===== config.mk =====
export PLATFORM = sky130hd
export DESIGN_NAME = ssd1306_spi4_master
export DESIGN_NICKNAME = d
export VERILOG_FILES = /design/src/rtl/ssd1306_pkg.sv /design/src/rtl/ssd1306_spi4_master.sv
export SDC_FILE = /design/constraint.sdc
export NUM_CORES = 1
export LEC_CHECK = 0
export ABC_AREA = 1
export BUFFER_PORTS_ARGS = -buffer_cell sky130_fd_sc_hd__buf_2
export CAP_MARGIN = 10
export CORE_ASPECT_RATIO = 0.7
export CORE_UTILIZATION = 35
export DETAILED_ROUTE_END_ITERATION = 8
export SLEW_MARGIN = 20
export SYNTH_ARGS = -nofsm -noshare
export SYNTH_HDL_FRONTEND = slang
export SYNTH_SLANG_ARGS = --single-unit

===== constraint.sdc =====
create_clock -name clk_i -period 2.3 [get_ports clk_i]
set_clock_uncertainty 0.2 [all_clocks]
set_input_delay 0.46 -clock clk_i [delete_from_list [all_inputs] [get_ports clk_i]]
set_output_delay 0.46 -clock clk_i [all_outputs]
set_load 0.03 [all_outputs]

===== src/rtl/ssd1306_pkg.sv =====
// ssd1306_pkg: shared types and SSD1306 command constants for the
// SPI transmitter and the upstream command/framebuffer sequencers.
package ssd1306_pkg;

    typedef enum logic [2:0] {
        IDLE,
        SETUP,
        SCK_LO,
        SCK_HI,
        HOLD,
        GAP
    } state_e;

    typedef struct packed {
        logic       dc;
        logic [7:0] data;
    } spi_word_t;

    localparam logic DC_CMD  = 1'b0;
    localparam logic DC_DATA = 1'b1;

    localparam logic [7:0] CMD_ENTIRE_ON_RAM = 8'hA4;
    localparam logic [7:0] CMD_ENTIRE_ON     = 8'hA5;
    localparam logic [7:0] CMD_NORMAL_DISP   = 8'hA6;
    localparam logic [7:0] CMD_INVERSE_DISP  = 8'hA7;
    localparam logic [7:0] CMD_DISPLAY_OFF   = 8'hAE;
    localparam logic [7:0] CMD_DISPLAY_ON    = 8'hAF;
    localparam logic [7:0] CMD_SEG_REMAP_0   = 8'hA0;
    localparam logic [7:0] CMD_SEG_REMAP_127 = 8'hA1;
    localparam logic [7:0] CMD_COM_SCAN_INC  = 8'hC0;
    localparam logic [7:0] CMD_COM_SCAN_DEC  = 8'hC8;
    localparam logic [7:0] CMD_ADDR_MODE     = 8'h20;

    localparam logic [1:0] ADDR_MODE_HORIZ = 2'd0;
    localparam logic [1:0] ADDR_MODE_VERT  = 2'd1;
    localparam logic [1:0] ADDR_MODE_PAGE  = 2'd2;

    function automatic spi_word_t make_word(
        input logic       dc,
        input logic [7:0] data
    );
        spi_word_t w;
        w.dc   = dc;
        w.data = data;
        return w;
    endfunction

    function automatic int max4(
        input int a,
        input int b,
        input int c,
        input int d
    );
        int m;
        m = a;
        if (b > m) m = b;
        if (c > m) m = c;
        if (d > m) m = d;
        if (m < 1) m = 1;
        return m;
    endfunction

endpackage


===== src/rtl/ssd1306_spi4_master.sv =====
// ssd1306_spi4_master: SPI mode-0, MSB-first byte transmitter for SSD1306.
// Every accepted {dc, byte} word is sent in its own chip-select frame.
module ssd1306_spi4_master
    import ssd1306_pkg::*;
#(
    parameter int CLK_DIV  = 4,
    parameter int CS_SETUP = 2,
    parameter int CS_HOLD  = 2,
    parameter int CS_GAP   = 2
) (
    input  logic        clk_i,
    input  logic        rst_i,
    input  logic        valid_i,
    output logic        ready_o,
    input  logic        dc_i,
    input  logic [7:0]  data_i,
    output logic        cs_on,
    output logic        sck_o,
    output logic        sdi_o,
    output logic        dc_o,
    output logic        busy_o,
    output logic [15:0] tx_count_o
);

    localparam int CNT_MAX = max4(CLK_DIV, CS_SETUP, CS_HOLD, CS_GAP);
    localparam int CW      = $clog2(CNT_MAX + 1);

    localparam logic [CW-1:0] LD_DIV   = CW'(CLK_DIV - 1);
    localparam logic [CW-1:0] LD_SETUP = CW'(CS_SETUP - 1);
    localparam logic [CW-1:0] LD_HOLD  = CW'(CS_HOLD - 1);
    localparam logic [CW-1:0] LD_GAP   = CW'(CS_GAP - 1);

    if (CLK_DIV < 1 || CS_SETUP < 1 || CS_HOLD < 1 || CS_GAP < 1) begin : g_bad_param
        $fatal(1, "ssd1306_spi4_master: timing parameters must be >= 1");
    end

    state_e        state_q, state_d;
    logic [CW-1:0] cnt_q, cnt_d;
    logic [2:0]    bit_q, bit_d;
    logic [7:0]    sh_q, sh_d;
    logic          dc_q, dc_d;
    logic [15:0]   tx_q, tx_d;

    logic          cs_d;
    logic          sck_d;
    logic          rdy_d;
    logic          busy_d;
    logic          accept;
    spi_word_t     word_in;

    assign word_in = make_word(dc_i, data_i);
    assign accept  = valid_i && ready_o;

    // Frame sequencing: one phase counter reloaded on every state change
    always_comb begin
        state_d = state_q;
        cnt_d   = cnt_q;
        bit_d   = bit_q;
        sh_d    = sh_q;
        dc_d    = dc_q;
        tx_d    = tx_q;
        unique case (state_q)
            IDLE: begin
                if (accept) begin
                    state_d = SETUP;
                    cnt_d   = LD_SETUP;
                    sh_d    = word_in.data;
                    dc_d    = word_in.dc;
                end
            end
            SETUP: begin
                if (cnt_q == '0) begin
                    state_d = SCK_LO;
                    cnt_d   = LD_DIV;
                    bit_d   = 3'd0;
                end else begin
                    cnt_d = cnt_q - CW'(1);
                end
            end
            SCK_LO: begin
                if (cnt_q == '0) begin
                    state_d = SCK_HI;
                    cnt_d   = LD_DIV;
                end else begin
                    cnt_d = cnt_q - CW'(1);
                end
            end
            SCK_HI: begin
                if (cnt_q != '0) begin
                    cnt_d = cnt_q - CW'(1);
                end else if (bit_q == 3'd7) begin
                    state_d = HOLD;
                    cnt_d   = LD_HOLD;
                end else begin
                    state_d = SCK_LO;
                    cnt_d   = LD_DIV;
                    bit_d   = bit_q + 3'd1;
                    sh_d    = {sh_q[6:0], 1'b0};
                end
            end
            HOLD: begin
                if (cnt_q == '0) begin
                    state_d = GAP;
                    cnt_d   = LD_GAP;
                    tx_d    = tx_q + 16'd1;
                end else begin
                    cnt_d = cnt_q - CW'(1);
                end
            end
            GAP: begin
                if (cnt_q == '0) begin
                    state_d = IDLE;
                end else begin
                    cnt_d = cnt_q - CW'(1);
                end
            end
            default: begin
                state_d = IDLE;
            end
        endcase
    end

    // Pin levels follow the next state so they change with the state flop
    always_comb begin
        cs_d   = 1'b1;
        sck_d  = 1'b0;
        rdy_d  = 1'b0;
        busy_d = 1'b1;
        unique case (1'b1)
            (state_d == IDLE): begin
                rdy_d  = 1'b1;
                busy_d = 1'b0;
            end
            (state_d == SCK_HI): begin
                cs_d  = 1'b0;
                sck_d = 1'b1;
            end
            (state_d == SETUP),
            (state_d == SCK_LO),
            (state_d == HOLD): begin
                cs_d = 1'b0;
            end
            default: begin
                cs_d = 1'b1;
            end
        endcase
    end

    // FSM state, phase counter and shift datapath
    always_ff @(posedge clk_i) begin
        if (rst_i) begin
            state_q <= IDLE;
            cnt_q   <= '0;
            bit_q   <= '0;
            sh_q    <= '0;
            dc_q    <= 1'b0;
            tx_q    <= '0;
        end else begin
            state_q <= state_d;
            cnt_q   <= cnt_d;
            bit_q   <= bit_d;
            sh_q    <= sh_d;
            dc_q    <= dc_d;
            tx_q    <= tx_d;
        end
    end

    // Registered panel pins and handshake flags
    always_ff @(posedge clk_i) begin
        if (rst_i) begin
            cs_on   <= 1'b1;
            sck_o   <= 1'b0;
            ready_o <= 1'b0;
            busy_o  <= 1'b0;
        end else begin
            cs_on   <= cs_d;
            sck_o   <= sck_d;
            ready_o <= rdy_d;
            busy_o  <= busy_d;
        end
    end

    assign sdi_o      = sh_q[7];
    assign dc_o       = dc_q;
    assign tx_count_o = tx_q;

endmodule


[After elaboration in Yosys (flattened, before gate mapping)]
Cells that the tools add are included.
Operators by class
  add/subtract/negate cells: 3
  equal/unequal tests: 15
  mux-type cells: 27
  reduce and logical (&&, ||, !) cells: 15
Operators with widths (number)
  $mux 3: 15
  $mux 8: 3
  $pmux 3 s6: 1
  $add 16x1->16 const B: 1
  $pmux 8 s2: 1
  $pmux 3 s5: 1
  $eq 3x2->1 const B: 4
  $eq 3x3->1 const B: 4
  $ne 2x2->1 const B: 5
  $logic_not 3->1: 3
  $reduce_and 4->1: 2
  $eq 3x1->1 const B: 2
  $pmux 3 s2: 1
  $reduce_bool 5->1: 1
  $mux 1: 4
  $reduce_and 2->1: 2
  $reduce_bool 2->1: 2
  $reduce_or 4->1: 1
  $add 3x1->3 const B: 1
  $reduce_and 3->1: 1
  $reduce_bool 3->1: 1
  $sub 3x1->3 const B: 1
  $mux 2: 1
  $reduce_or 2->1: 1
  $logic_and 1x1->1: 1
Word-level totals
  flip-flop bits (word level): 38
  input bits: 12
  logic and storage cells: 70

[Depth between registers and ports, before layout]
Gate-level depths: netlist of the first run.
  word-level depth: 7
  depth in mapped cells: 12
  gate-level depth less buffers: 12

[Worst setup path before layout of the first run]
OpenSTA, ideal clock, no wires.
  path kind: register to register
  start point: register tx_q[1], in the netlist tx_count_o[1]
  end point: register tx_q[12], in the netlist tx_count_o[12]
  arrival: 1.448 ns
  data required time: 1.990 ns
  setup slack: 0.542 ns
  stages on the path, launching flop included: 11
  period minus slack after synthesis: 1.758 ns
  cells stage by stage: dfxtp_1 ha_1 nand2_1 nor2_1 nand2_1 inv_1 nand2_2 nor2_2 nand3_1 nand2_1 nor2_1
On the way
  cells in the longest elaborated chain, start to end: 1
Ends and longest elaborated chain
  start, declared: line ssd1306_spi4_master.sv:42  | logic [15:0] tx_q, tx_d;
  start signal, assigned: line ssd1306_spi4_master.sv:164  | tx_q <= tx_d;
  $add 16x1->16: line ssd1306_spi4_master.sv:105  | tx_d = tx_q + 16'd1;
Every way passes these cells.
A chain may end at the register's enable or synchronous reset.

[Final worst setup path of the first run]
  start point: register cnt_q[0]
  end point: register tx_q[10], in the netlist tx_count_o[10]
On the way
  cells in the longest elaborated chain, start to end: 2
Ends and longest elaborated chain
  start, declared: line ssd1306_spi4_master.sv:38  | logic [CW-1:0] cnt_q, cnt_d;
  start signal, assigned: line ssd1306_spi4_master.sv:160  | cnt_q <= cnt_d;
  $logic_not 3->1: line ssd1306_spi4_master.sv:102  | if (cnt_q == '0) begin
  $reduce_and 2->1 (no line)
Every way passes these cells.

==> results.cfg, run 1 <==
[synth]
synth_area_leaders = dfxtp_1 36%, nand2_1 16%, nor2_1 8.2%, inv_1 5.9%, a21oi_1 5.5%
ys_seq_area_frac = 0.362
syn_inst = 317
synthesis.area_sq_um = 2100
ys_ff_latch = 38
synth_edf_count = 0
netlist.area_leader.share = 0.362
yosysMostFrequentCell = nand2_1
yosysTopAreaCell = dfxtp_1
synth_cell_types = 29
synthTopCellsByCount = 90 x nand2_1, 46 x nor2_1, 38 x dfxtp_1, 33 x inv_1, 23 x a21oi_1
ys_async_sr_fraction = 0
ys.flop_type = dfxtp_1
avgSynthCellArea_sq_um = 6.63
ys_warn_count = 0
synth_nets = 335

[run_status]
outcome = completed

[pwr]
powerDensity_nw_per_um2 = 865
total_power_mw = 2.09
leakagePower_nw = 1.11
vdd.ir_drop.worst_uv = 510

[placement]
pre_cts_ws_ns = 0.388
place.gp.congestion = 0.834
numPortBuffers = 33
hpwl_um = 3390

[clock_network]
clockRootBuffer = clkbuf_8
cts_buffers = 5
clock-sinks = 38
hold_buffers = 0
clkTransAtPathRegs_ns = 0.07
tritoncts = built
ctsResizeCount = 0
post_cts_buffers = 0
clk-insertion-delay-late_ns = 0.29
clockBufferDepth = 2
htreeDepth = 2

[drt]
avgRoutedWirePerCell_um = 10.8
drt_iter0_markers = 192
drtAntennaViolNets = 0
routed_via_density = 4.59
first_pass_iters = 4
wl_um = 4600
drc = 0
vias = 1956

[layout]
multi_input_area_sq_um = 1160
drive_above_1_share = 0.182
seqCellArea_sq_um = 761
syn_to_final_growth_pct = 15.0
fillCellCount = 603
diodes = 0
layout.nets = 368

[worst_setup_path]
rr_worst_depth = 11
critical_path.startpoint_type = register
required_ns = 2.28
r2r-end = tx_count_o[10]
crit_slowest_cell = dfxtp_1
worstPathMaxFanout = 12
crit_type = reg2reg
cp.arrival_ns = 1.92
path_cells = inv_1 -> ha_1 -> inv_1 -> nor2_4 -> nand3_4 -> clkinv_2 -> nand3_2 -> nor2_1 -> nand2_1 -> nand2_1 -> nor2_1
r2r_start = cnt_q[0]
crit_start = cnt_q[0]
r2r_slack_ns = 0.36
worstSetupEndpointType = register
cpPeakStageDelay_ns = 0.30

[job]
drv_cap = 0

[min_path]
min_from = dc_o
hold_class = reg2reg
holdPathStages = 2
min_delay_worst_endpoint = dc_o

[timing]
tightest_slew_ns = 0.647
finalCritPeriodShare = 0.844
period_minus_slack_ns = 1.94
setup_tns_ns = 0
rsz0062_at_grt = false
slew_headroom = 0.568
finalSetupViolCount = 0
fin_ws_ns = 0.359
hold_violations = 0
max_freq_mhz = 515
slew_violations = 0

[die]
dieArea_sq_um = 6320
die_h_um = 66.8
die_w_um = 94.6
io_pins = 34
initial_core_util = 0.365
rows = 23
core_area_sq_um = 5760

[global_route]
grt_max_degree = 23
globalRouteOverflowTotal = 0
grt_pass1_vias = 1584
track_usage = 0.152
grt_pass1_wl_um = 7440
antenna_found_initial = 0
[metal layers]
| metal | vias up | part of all wire | global-route usage |
|---|---|---|---|
| met3 | 4 | 0.056 | 0.0354 |
| met2 | 45 | 0.39 | 0.196 |
| met4 | 0 | 0.0065 | 0.0341 |
| met5 | - | 0 | 0 |
| met1 | 834 | 0.55 | 0.241 |
| li1 | 1073 | - | - |
[registers in the layout, summed over array words and instances (netlist names)]
signal	cells
sh_q	8
sck_o	1
dc_o	1
ready_o	1
busy_o	1
bit_q	3
state_q	3
cnt_q	3
tx_count_o	16
cs_on	1
[cells in the final DEF (no fill, tap or decap)]
cell type,n
o21ai_2,1
nor3_1,2
nand2_1,90
inv_4,1
ha_1,6
a21oi_1,23
nor2_4,4
nor3b_1,2
nand2_2,3
nand3_4,2
a211oi_1,1
inv_1,33
clkbuf_8,6
o21bai_1,1
o21ai_0,20
a21boi_0,1
nand3_2,5
clkbuf_1,1
clkinv_2,2
nor2_2,4
nand2_4,1
o21ai_1,1
inv_2,2
nand3_1,18
nor2_1,46
dfxtp_1,38
buf_2,33
a21o_1,1
nand4_1,3
[where the power goes]
group	switching [mW]	internal, mW
registers	0.0823	0.768
logic	0.529	0.237
clock network	0.233	0.242
total	0.844	1.25
[final cells by class]
cell class / count / area share
inverter: 37 / 0.0590
tap: 75 / 0.0388
clock inverter: 1 / 0.00207
timing repair buffer: 33 / 0.0683
sequential: 38 / 0.315
clock buffer: 7 / 0.0357
multi-input combinational: 235 / 0.481
[logic make-up (layout without fill, tap and decap cells)]
family,Yosys count,count (layout),synth area share
buffers and inverters,44,78,0.0845
AOI/OAI and AO/OA,49,49,0.123
adders and majority gates,6,6,0.0357
and+or+nand+nor,180,180,0.395
DFF,38,38,0.362
[worst max path at each step]
stage	slack (ns)	end
2_1_floorplan	0.54	tx_count_o[12]
3_3_place_gp	0.47	tx_count_o[8]
3_5_place_dp	0.39	tx_count_o[10]
4_1_cts	0.38	tx_count_o[10]
5_1_grt	0.21	tx_count_o[12]
6_report	0.36	tx_count_o[10]
[per-stage QoR]
| step | hold slack (ns) | instances | util | area, sq um |
|---|---|---|---|---|
| after floorplan | 0.225 | 317 | - | 2100 |
| after global placement | 0.235 | 418 | 0.404 | 2330 |
| after detailed placement | 0.237 | 418 | 0.404 | 2330 |
| after CTS | 0.245 | 426 | 0.420 | 2420 |
| after global routing | 0.254 | 426 | 0.420 | 2420 |
| final | 0.246 | 426 | 0.420 | 2420 |
[critical path: cells and delay by family (launching register included)]
kind                     cells  cell delay [ns]
flip-flops                   1             0.30
AND/OR/NAND/NOR              7             0.78
buffers and inverters        3             0.39
adder cells (fa/ha/maj)      1             0.18
Power figures use the tool's default switching activity.
==> run 2, diff against run 1 <==
clock period = 1.8 ns   (was 2.3 ns; I/O delays follow)
==> results.cfg, run 2 (same netlist as run 1, synthesis figures left out) <==
[drt]
drtAntennaViolNets = 0
routed_via_density = 4.55
avgRoutedWirePerCell_um = 10.5
drc = 0
wl_um = 4600
first_pass_iters = 5
vias = 1999
drt_iter0_markers = 149

[worst_setup_path]
crit_type = reg2reg
required_ns = 1.80
crit_family = simple AND/OR/NAND/NOR gates
cpPeakStageDelay_ns = 0.30
critical_path.startpoint_type = register
worstSetupPathDepth = 11
cp.arrival_ns = 1.66
worstSetupEndpointType = register
path_cells = inv_1 -> ha_4 -> inv_1 -> nor2_4 -> nand3_4 -> clkinv_4 -> nand3_2 -> nor2_1 -> nand2_1 -> nand2_1 -> nor2_1
crit_slowest_cell = dfxtp_1
cp_num_buf_inv = 3
rr_worst_depth = 11
worstPathMaxFanout = 6

[pwr]
vdd.ir_drop.worst_uv = 503
powerDensity_nw_per_um2 = 1140
leakagePower_nw = 1.19

[job]
drv_cap = 0

[layout]
largest_reg_flops = 16
diodes = 0
layout.nets = 382
seqCellArea_sq_um = 763
multi_input_area_sq_um = 1190
fillCellCount = 615
post-route-util = 0.447
drive_above_1_share = 0.228
final_cell_mix = 89 x nand2_1, 46 x nor2_1, 36 x dfxtp_1, 33 x buf_2, 32 x inv_1
syn_to_final_growth_pct = 22.5
final_common_cell = nand2_1

[run_status]
outcome = completed

[placement]
numPortBuffers = 33
place.gp.congestion = 0.846
hpwl_um = 3420

[timing]
rsz0062_at_grt = false
finalSetupViolCount = 0
tightest_slew_ns = 0.392
finalCritPeriodShare = 0.920
setup_tns_ns = 0
slew_headroom = 0.738
slew_violations = 0
hold_violations = 0
period_minus_slack_ns = 1.66
max_freq_mhz = 604
whs_ns = 0.146

[global_route]
top_usage_layer = met1
antenna_found_initial = 0
grt_util_met2 = 0.199
globalRouteOverflowTotal = 0
grtUsageMet3 = 0.0342
track_usage = 0.159
use_met1 = 0.254
grt_pass1_vias = 1615
grt_pass1_wl_um = 7670
grt_max_degree = 23

[clock_network]
clkTransAtPathRegs_ns = 0.08
htreeDepth = 2
clockBufferDepth = 2
clockRootBuffer = clkbuf_8
clk-insertion-delay-late_ns = 0.29
clock-sinks = 38
tritoncts = built
hold_buffers = 0
cts_buffers = 5

[die]
initial_core_util = 0.365
rows = 23
core_area_sq_um = 5760
die_h_um = 66.8
dieArea_sq_um = 6320
io_pins = 34
die_w_um = 94.6

[min_path]
holdPathStages = 3
hold_class = in2reg
==> run 2: changes by cell type in the layout (fill, tap and decap cells not counted), sizes merged <==
cell | previous run | this run
buf | 33 | 47
clkinv | 2 | 1
bufinv | 0 | 1
clkbuf | 7 | 6
==> run 2: final cells by class <==
cell class	instances	share of cell area
clock inverter	1	0.0117
tap	75	0.0364
inverter	37	0.0569
sequential	38	0.296
timing repair buffer	47	0.105
clock buffer	6	0.0321
multi-input combinational	235	0.462
==> run 2: what timing repair did <==
action / 4_1_cts / 5_1_grt
buffers inserted: 0 / 3
endpoints found under the setup margin: 0 / 16
gates resized for setup: 0 / 11
==> run 2: power breakdown <==
group	switching, mW	internal [mW]	leakage, nW
registers	0.102	0.982	0.310
logic	0.702	0.386	0.819
clock network	0.308	0.444	0.0573
total	1.11	1.81	1.19
==> run 2: tightest hold or removal path, stage by stage <==
cell and delay [ns]:
buf_2 0.10, nand3_1 0.07, a21oi_1 0.06
==> run 2: path summary, 6_finish.rpt <==
kind,start,to,slack [ns]
hold reg to reg,dc_o,dc_o,0.25
hold / removal,data_i[0],sh_q[0],0.15
setup / recovery,cnt_q[0],tx_count_o[10],0.14
setup reg to reg,cnt_q[0],tx_count_o[10],0.14
==> run 2: metal layers <==
layer,vias to the layer above,part of all wire
li1,1101,-
met1,860,0.57
met2,33,0.38
met3,5,0.040
met4,0,0.011
met5,-,0
==> run 2: through the flow <==
step	cells	worst slack, ns	power [mW]	instance area, sq um
floorplan	317	0.0423	1.88	2100
global placement	429	0.0592	2.11	2410
detailed placement	429	0.0671	2.11	2410
CTS	436	0.0521	2.87	2520
global route	439	0.00716	3.14	2570
finish	439	0.143	2.92	2570
==> run 3, diff against run 2 <==
CORE_ASPECT_RATIO = 1.1   (was 0.7)
REMOVE_ABC_BUFFERS = 1   (was unset)
==> results.cfg, run 3 (same netlist as run 1, synthesis figures left out) <==
[worst_setup_path]
cp.arrival_ns = 1.71
r2r_start = cnt_q[0]
cp_num_buf_inv = 4
rr_worst_depth = 12
r2r-end = tx_count_o[12]
critical_path.startpoint_type = register
worstPathMaxFanout = 7
crit_slowest_cell = dfxtp_1
cpPeakStageDelay_ns = 0.31
r2r_slack_ns = 0.12
crit_type = reg2reg
required_ns = 1.82
path_cells = inv_2 -> ha_4 -> inv_1 -> nor2_4 -> nand3_4 -> inv_6 -> nand2_4 -> nor2_2 -> nand2_1 -> nand2_1 -> inv_1 -> nor2_1
worstSetupEndpointType = register
crit_family = simple AND/OR/NAND/NOR gates

[drt]
drt_iter0_markers = 70
wl_met2_um = 2210
drc = 0
m1WireLength_um = 2130
routed_via_density = 4.70
first_pass_iters = 4
vias = 2065
maxUsedRoutingLayer = met4
dr_wl_met3_um = 200
avgRoutedWirePerCell_um = 10.5
drtAntennaViolNets = 0
wl_um = 4610

[min_path]
hold_class = in2reg
holdPathStages = 3
min_delay_worst_endpoint = sh_q[0]
min_from = data_i[0]

[layout]
final_cells = 439
largest_reg_flops = 16
fin_area_sq_um = 2540
post-route-util = 0.441
final_common_cell = nand2_1
final_cell_mix = 90 x nand2_1, 44 x nor2_1, 34 x dfxtp_1, 33 x buf_2, 30 x inv_1
layout.nets = 381
drive_above_1_share = 0.238
diodes = 0
syn_to_final_growth_pct = 21.1

[placement]
hpwl_um = 3450
place.gp.congestion = 0.821
dp.cells = 431
placed_area_sq_um = 2410
numPortBuffers = 33

[global_route]
grt_max_degree = 23
grt_pass1_vias = 1864
antenna_found_initial = 0
track_usage = 0.158
globalRouteOverflowTotal = 0
grt_pass1_wl_um = 7850

[timing]
slew_violations = 0
hold_violations = 0
finalCritPeriodShare = 0.935
tightest_slew_ns = 0.346
max_freq_mhz = 594
slew_headroom = 0.769
finalSetupViolCount = 0
setup_tns_ns = 0
period_minus_slack_ns = 1.68

[clock_network]
clockRootBuffer = clkbuf_8
cts_buffers = 5
htreeDepth = 2
clock-sinks = 38
clockBufferDepth = 2
hold_buffers = 0
clk-insertion-delay-late_ns = 0.29
tritoncts = built
clkTransAtPathRegs_ns = 0.07

[pwr]
vdd.ir_drop.worst_uv = 848
powerDensity_nw_per_um2 = 1070
leakagePower_nw = 1.18
total_power_mw = 2.72

[die]
dieArea_sq_um = 6320
core_area_sq_um = 5770
die_w_um = 75.9
initial_core_util = 0.364
die_h_um = 83.3
rows = 29
io_pins = 34

[job]
drv_cap = 0

[run_status]
outcome = completed
## run 3: cell count changes in the layout (fill, tap and decap cells not counted), moves of 2 or more
cell / change
dfxtp_1: -2
dfxtp_2: +2
inv_1: -2
inv_2: +2
nand2_2: -2
nor2_1: -2
nor2_2: +3
o21ai_0: -2
o21ai_1: +2
## run 3: timing repair
| item | CTS | global route |
|---|---|---|
| setup buffers | 0 | 2 |
| endpoints found under the setup margin | 0 | 24 |
| resized for setup | 0 | 17 |
## run 3: layout make-up
type	instances	area, sq um
sequential	38	766
clock buffer	6	82.6
inverter	37	146
fill	607	3220
timing repair buffer	46	263
tap	77	96.3
multi-input combinational	235	1190
## run 3: where the power goes
part           internal (mW)  switching, mW  leakage, nW
logic                  0.364          0.686        0.827
registers              0.987          0.103        0.311
clock network          0.295          0.280       0.0431
## run 3: how the worst max path moves through the flow
| stage | start | endpoint | slack [ns] | cells past startpoint |
|---|---|---|---|---|
| after floorplan | tx_count_o[1] | tx_count_o[12] | 0.04 | 10 |
| after global placement | cnt_q[0] | busy_o | 0.08 | 9 |
| after CTS | cnt_q[0] | tx_count_o[12] | 0.02 | 12 |
| after global routing | cnt_q[1] | tx_count_o[10] | -0.002 | 11 |
| final | cnt_q[0] | tx_count_o[12] | 0.12 | 12 |
| after detailed placement | cnt_q[0] | tx_count_o[12] | 0.05 | 12 |
## run 3: layer usage
metal / global-route usage / vias up
li1: - / 1098
met1: 0.193 / 921
met2: 0.270 / 40
met3: 0.0328 / 6
met4: 0.0455 / 0
met5: 0 / -
## run 3: stage by stage
stage	setup WS, ns	hold slack, ns
finish	0.116	0.154
global route	-0.00179	0.170
CTS	0.0196	0.144
global placement	0.0844	0.233
detailed placement	0.0458	0.236
floorplan	0.0391	0.226
## run 3: worst reg2reg max path: cells and delay by family, from the launching register on
kind | cells | cell delay [ns]
adders and majority gates | 1 | 0.13
DFF | 1 | 0.31
and+or+nand+nor | 7 | 0.68
buffers and inverters | 4 | 0.29
